--- config.mk ---
export PLATFORM = sky130hd
export DESIGN_NAME = uart_rx_deserializer_flat
export DESIGN_NICKNAME = d
export VERILOG_FILES = /design/src/rtl/uart_rx_if.sv /design/src/rtl/uart_rx_deserializer.sv /design/src/flat_wrapper.sv
export SDC_FILE = /design/constraint.sdc
export NUM_CORES = 1
export LEC_CHECK = 0
export CORE_MARGIN = 5
export CORE_UTILIZATION = 30
export CTS_CLUSTER_DIAMETER = 60
export DETAILED_ROUTE_END_ITERATION = 12
export GPL_ROUTABILITY_DRIVEN = 0
export GPL_TIMING_DRIVEN = 0
export PLACE_DENSITY = 0.58
export SYNTH_ARGS = -nofsm -noshare
export SYNTH_HDL_FRONTEND = slang
export SYNTH_SLANG_ARGS = --single-unit
--- constraint.sdc ---
create_clock -name clk -period 5.42 [get_ports clk]
set_input_delay 1.355 -clock clk [delete_from_list [all_inputs] [get_ports clk]]
set_output_delay 1.355 -clock clk [all_outputs]
set_load 0.005 [all_outputs]
--- src/rtl/uart_rx_if.sv ---
// Serial-receive bundle: pin in, byte/strobe/status out.
// The slave side is the deserializer; the master side is whoever drives the pin and consumes bytes.
interface uart_rx_if;
  logic       rxd;
  logic [7:0] rx_data;
  logic       rx_ready;
  logic       frame_err;
  logic       busy;

  modport master (
    output rxd,
    input  rx_data,
    input  rx_ready,
    input  frame_err,
    input  busy
  );

  modport slave (
    input  rxd,
    output rx_data,
    output rx_ready,
    output frame_err,
    output busy
  );
endinterface

--- src/rtl/uart_rx_deserializer.sv ---
// 8N1 UART receiver: two-flop synchroniser, start-glitch rejection, 3-sample majority
// per bit, framing-error strobe and break hold-off. Feeds the PUF readout command path.
module uart_rx_deserializer #(
  parameter int CLKS_PER_BIT = 104
) (
  input  logic     clk,
  input  logic     rst,
  uart_rx_if.slave rx_if
);

  localparam int MID = CLKS_PER_BIT / 2;
  localparam int CW  = $clog2(CLKS_PER_BIT);

  localparam logic [CW-1:0] CNT_LAST = CW'(CLKS_PER_BIT - 1);
  localparam logic [CW-1:0] CNT_PRE  = CW'(MID - 1);
  localparam logic [CW-1:0] CNT_MID  = CW'(MID);
  localparam logic [CW-1:0] CNT_DEC  = CW'(MID + 1);

  generate
    if (CLKS_PER_BIT < 8) begin : g_bad_clks_per_bit
      $error("uart_rx_deserializer: CLKS_PER_BIT must be >= 8");
    end
  endgenerate

  typedef enum logic [2:0] {
    ST_IDLE,
    ST_START,
    ST_DATA,
    ST_STOP,
    ST_BREAK_WAIT
  } state_t;

  state_t        state_q, state_d;
  logic          rxd_meta_q, rxd_s_q;
  logic [CW-1:0] cnt_q, cnt_d;
  logic [2:0]    bit_idx_q, bit_idx_d;
  logic [7:0]    shift_q, shift_d;
  logic          samp0_q, samp0_d;
  logic          samp1_q, samp1_d;
  logic [7:0]    rx_data_q, rx_data_d;
  logic          rx_ready_q, rx_ready_d;
  logic          frame_err_q, frame_err_d;

  logic          maj;
  logic          cnt_last;
  logic          cnt_dec;

  // Synchroniser resets high so a reset never looks like a start bit.
  always_ff @(posedge clk or posedge rst) begin
    if (rst) begin
      rxd_meta_q <= 1'b1;
      rxd_s_q    <= 1'b1;
    end else begin
      rxd_meta_q <= rx_if.rxd;
      rxd_s_q    <= rxd_meta_q;
    end
  end

  always_ff @(posedge clk or posedge rst) begin
    if (rst) begin
      state_q     <= ST_IDLE;
      cnt_q       <= '0;
      bit_idx_q   <= '0;
      shift_q     <= '0;
      samp0_q     <= 1'b1;
      samp1_q     <= 1'b1;
      rx_data_q   <= '0;
      rx_ready_q  <= 1'b0;
      frame_err_q <= 1'b0;
    end else begin
      state_q     <= state_d;
      cnt_q       <= cnt_d;
      bit_idx_q   <= bit_idx_d;
      shift_q     <= shift_d;
      samp0_q     <= samp0_d;
      samp1_q     <= samp1_d;
      rx_data_q   <= rx_data_d;
      rx_ready_q  <= rx_ready_d;
      frame_err_q <= frame_err_d;
    end
  end

  // Third sample is the live synchronised value at the decision count.
  assign maj      = (samp0_q & samp1_q) | (samp0_q & rxd_s_q) | (samp1_q & rxd_s_q);
  assign cnt_last = (cnt_q == CNT_LAST);
  assign cnt_dec  = (cnt_q == CNT_DEC);

  always_comb begin
    state_d     = state_q;
    cnt_d       = cnt_q;
    bit_idx_d   = bit_idx_q;
    shift_d     = shift_q;
    samp0_d     = samp0_q;
    samp1_d     = samp1_q;
    rx_data_d   = rx_data_q;
    rx_ready_d  = 1'b0;
    frame_err_d = 1'b0;

    if (state_q == ST_START || state_q == ST_DATA || state_q == ST_STOP) begin
      cnt_d = cnt_last ? '0 : cnt_q + CW'(1);
      if (cnt_q == CNT_PRE) samp0_d = rxd_s_q;
      if (cnt_q == CNT_MID) samp1_d = rxd_s_q;
    end

    case (state_q)
      ST_IDLE: begin
        if (!rxd_s_q) begin
          cnt_d   = '0;
          state_d = ST_START;
        end
      end

      ST_START: begin
        if (cnt_dec && maj) begin
          cnt_d   = '0;
          state_d = ST_IDLE;
        end else if (cnt_last) begin
          bit_idx_d = '0;
          state_d   = ST_DATA;
        end
      end

      ST_DATA: begin
        if (cnt_dec) shift_d = {maj, shift_q[7:1]};
        if (cnt_last) begin
          bit_idx_d = bit_idx_q + 3'd1;
          if (bit_idx_q == 3'd7) state_d = ST_STOP;
        end
      end

      // Leave at the stop-bit centre so back-to-back frames get half a bit of slack.
      ST_STOP: begin
        if (cnt_dec) begin
          cnt_d = '0;
          if (maj) begin
            rx_data_d  = shift_q;
            rx_ready_d = 1'b1;
            state_d    = ST_IDLE;
          end else begin
            frame_err_d = 1'b1;
            state_d     = ST_BREAK_WAIT;
          end
        end
      end

      ST_BREAK_WAIT: begin
        if (rxd_s_q) state_d = ST_IDLE;
      end

      default: begin
        state_d = ST_IDLE;
        cnt_d   = '0;
      end
    endcase
  end

  assign rx_if.rx_data   = rx_data_q;
  assign rx_if.rx_ready  = rx_ready_q;
  assign rx_if.frame_err = frame_err_q;
  assign rx_if.busy      = (state_q != ST_IDLE);

endmodule
--- src/flat_wrapper.sv ---
// flat-port wrapper written by rule: the top's interface ports become plain ports
module uart_rx_deserializer_flat 
#(
  parameter int CLKS_PER_BIT = 104
)
  (clk, rst, rx_if_rxd, rx_if_rx_data, rx_if_rx_ready, rx_if_frame_err, rx_if_busy);
  uart_rx_if rx_if_i ();
  input  logic clk;
  input  logic rst;
  input wire logic [$bits(rx_if_i.rxd)-1:0] rx_if_rxd;
  output wire logic [$bits(rx_if_i.rx_data)-1:0] rx_if_rx_data;
  output wire logic [$bits(rx_if_i.rx_ready)-1:0] rx_if_rx_ready;
  output wire logic [$bits(rx_if_i.frame_err)-1:0] rx_if_frame_err;
  output wire logic [$bits(rx_if_i.busy)-1:0] rx_if_busy;
  assign rx_if_i.rxd = rx_if_rxd;
  assign rx_if_rx_data = rx_if_i.rx_data;
  assign rx_if_rx_ready = rx_if_i.rx_ready;
  assign rx_if_frame_err = rx_if_i.frame_err;
  assign rx_if_busy = rx_if_i.busy;
  uart_rx_deserializer #(.CLKS_PER_BIT(CLKS_PER_BIT)) u_core (.clk(clk), .rst(rst), .rx_if(rx_if_i));
endmodule
==> results.py <==
metrics = {
    "run_status": {
        "status": "finished clean",
    },
    "critical_path": {
        "reg2reg_to": "u_core.rx_if.rx_data[2]$_DFFE_PP0P_",
        "startpoint_type": "flop",
        "crit_type": "reg -> out",
        "reg2reg_slack_ns": 3.40,
        "worst-path-max-fanout": 10,
        "crit_path_end_kind": "output pin",
        "critPathArrivalTime_ns": 1.96,
        "regToRegStartpoint": "u_core.cnt_q[3]$_DFF_PP0_",
        "cp.required_ns": 4.07,
        "worst_r2r_path_depth": 5,
        "crit_start": "u_core.state_q[1]$_DFFE_PP0P_",
    },
    "die": {
        "start_util_pct": 30.7,
        "die_h_um": 84.8,
        "die_area_um2": 7190,
        "ioPinCount": 14,
        "fp-row-count": 27,
        "coreArea_um2": 5470,
        "die_width_um": 84.8,
    },
    "synth": {
        "yosys.area_share.simple_pct": 15.4,
        "async_flop_share_pct": 100,
        "synth_top_family_by_area": "simple AND/OR/NAND/NOR gates",
        "yosys-mux-area-fraction_pct": 13.9,
        "synth_nets": 147,
        "synthDistinctLibCells": 43,
        "synth_edf_count": 0,
        "synth-adder-area-share_pct": 4.33,
        "synth_top_area_cell": "dfrtp_1",
        "synth.avg_cell_area_um2": 12.1,
        "synth.cell_area_um2": 1680,
        "synth_warnings": 0,
        "synth_seq_cells": 35,
        "syn_inst": 139,
        "synth_compound_area_share_pct": 8.28,
        "ys_seq_area_share_pct": 52.5,
        "synth_xor_area_share_pct": 2.61,
        "synthTopCellsByArea": "dfrtp_1, mux2_4, mux2_2, dfstp_2, ha_1",
        "synth_top_area_share_pct": 46.2,
        "ys.flop_type": "dfrtp_1",
    },
    "power_and_ir_drop": {
        "p_per_area_nw_per_um2": 228,
        "leakagePower_nw": 0.883,
        "vdd_ir_drop_max_uv": 107,
    },
    "sta": {
        "hold_ws_ns": 0.358,
        "worst_pin_slew_ns": 0.739,
        "setup_ws_ns": 2.10,
        "relSlewSlack_pct": 50.6,
        "clock_skew_ns": 0.00580,
        "fmax_ghz": 0.301,
        "drv_slew": 0,
        "fin_crit_ns": 3.32,
        "period_share_pct": 61.2,
        "rsz0062_at_grt": "no",
        "setup_violations": 0,
        "tns_ns": 0,
        "finalHoldViolations": 0,
    },
    "min_path": {
        "hp-class": "reg -> reg",
        "hp-start": "u_core.rxd_meta_q$_DFF_PP1_",
        "holdPathStages": 0,
        "min_to": "u_core.rxd_s_q$_DFF_PP1_",
    },
    "clock_tree": {
        "cts_hold_buf": 0,
        "cts_setup_buffers": 0,
        "clock_latency_ns": 0.29,
        "cts_tree": "yes",
        "clock_sinks": 35,
        "cts_max_path_buffers": 2,
        "cts_buffers": 5,
        "cts-resized-gates": 0,
        "root_buffer": "clkbuf_8",
        "clkTransAtPathRegs_ns": 0.07,
        "cts_max_level": 2,
    },
    "routing": {
        "wl_um": 3050,
        "drtIter0Drc": 30,
        "vias": 1132,
        "post_drt_wl_per_cell_um": 13.1,
        "drc": 0,
        "ant_nets": 0,
        "vias_per_cell": 4.88,
        "dr.pass1.iters": 4,
    },
    "final_layout": {
        "final_nets": 167,
        "drive_above_1_share_pct": 22.5,
        "antenna_cells": 0,
        "syn_to_final_growth_pct": 18.2,
    },
    "grt": {
        "grt_pass1_vias": 1133,
        "antenna_found_initial": 0,
        "grt_pass1_wl_um": 5280,
        "grt_max_degree": 36,
        "track_usage_pct": 9.19,
        "grt_overflow": 0,
    },
    "run": {
        "drv_cap": 0,
    },
    "placed_design": {
        "io_buffers": 13,
        "hpwl_um": 2190,
        "place_ws_ns": 2.39,
    },
}
## layer usage
layer / share of wire (%) / vias up / GRT usage, %
met5: 0 / - / 0
li1: - / 542 / -
met2: 47 / 19 / 15.1
met3: 4.7 / 8 / 3.34
met4: 1.7 / 0 / 3.74
met1: 47 / 563 / 10.9
## sequential cells by signal, summed over array words and instances, names as in the netlist
name,count
u_core.rx_if.rx_data,8
u_core.shift_q,8
u_core.cnt_q,7
u_core.bit_idx_q,3
u_core.state_q,3
u_core.rx_if.frame_err,1
u_core.rx_if.rx_ready,1
u_core.rxd_meta_q,1
u_core.rxd_s_q,1
u_core.samp0_q,1
u_core.samp1_q,1
## cell usage after synthesis (2+ instances only)
cell       count
mux2_2        10
nand4_1        5
dfstp_2        4
nor2_1        10
mux2_4         8
nor3_1         9
a31oi_1        2
o2bb2ai_1      2
clkbuf_1       4
dfrtp_1       31
xor2_1         5
nand2_1        6
nor2b_1        3
inv_1          5
or3_1          2
ha_1           5
nand3_1        2
## power by group
group | switching, W | internal, W | total (W) | leakage [nW]
Clock | 0.0000929 | 0.0000897 | 0.000183 | 0.0412
Sequential | 0.000000770 | 0.000263 | 0.000263 | 0.460
Combinational | 0.00000528 | 0.00000150 | 0.00000678 | 0.382
## critical path: stages (launching register included)
cell and delay [ns]:
dfrtp_1 0.36, clkbuf_1 0.19, clkbuf_1 0.25, or3_1 0.42
clkdlybuf4s50_1 0.46
## through the flow
| stage | instance area, um2 | power [W] | utilization, % | std cells |
|---|---|---|---|---|
| 2_1_floorplan | 1680 | 0.000272 | - | 139 |
| 3_3_place_gp | 1900 | 0.000275 | 34.7 | 224 |
| 3_5_place_dp | 1900 | 0.000276 | 34.7 | 224 |
| 4_1_cts | 1980 | 0.000461 | 36.2 | 232 |
| 5_1_grt | 1980 | 0.000473 | 36.2 | 232 |
| 6_report | 1980 | 0.000453 | 36.2 | 232 |
## cell usage in the layout, fill, tap and decap left out, types with 3 or more instances in the layout
cell type and count:
dfrtp_1 31, clkdlybuf4s50_1 13, nor2_1 10, mux2_2 10, nor3_1 9, mux2_4 8
nand2_1 6, clkbuf_1 5, xor2_1 5, nand4_1 5, ha_1 5, clkbuf_8 5
inv_1 4, dfstp_2 4, nor2b_1 3
## worst max path at each step
stage / endpoint
final: rx_if_busy
after global routing: rx_if_busy
after CTS: rx_if_busy
after detailed placement: u_core.cnt_q[1]$_DFF_PP0_
after global placement: rx_if_busy
after floorplan: rx_if_busy
## logic make-up after synthesis
kind of cell / Yosys count
xor+xnor: 5
simple gates: 46
buf+inv: 11
compound gates: 18
mux: 18
flops: 35
fa+ha+maj: 6
## layout make-up
type | instances | area [um2]
fill | 547 | 3490
sequential | 35 | 881
multi-input combinational | 93 | 747
timing repair buffer | 13 | 130
tap | 72 | 90.1
clock buffer | 6 | 72.6
buffer | 6 | 31.3
inverter | 5 | 18.8
clock inverter | 2 | 12.5
(Power assumes the default switching activity.)
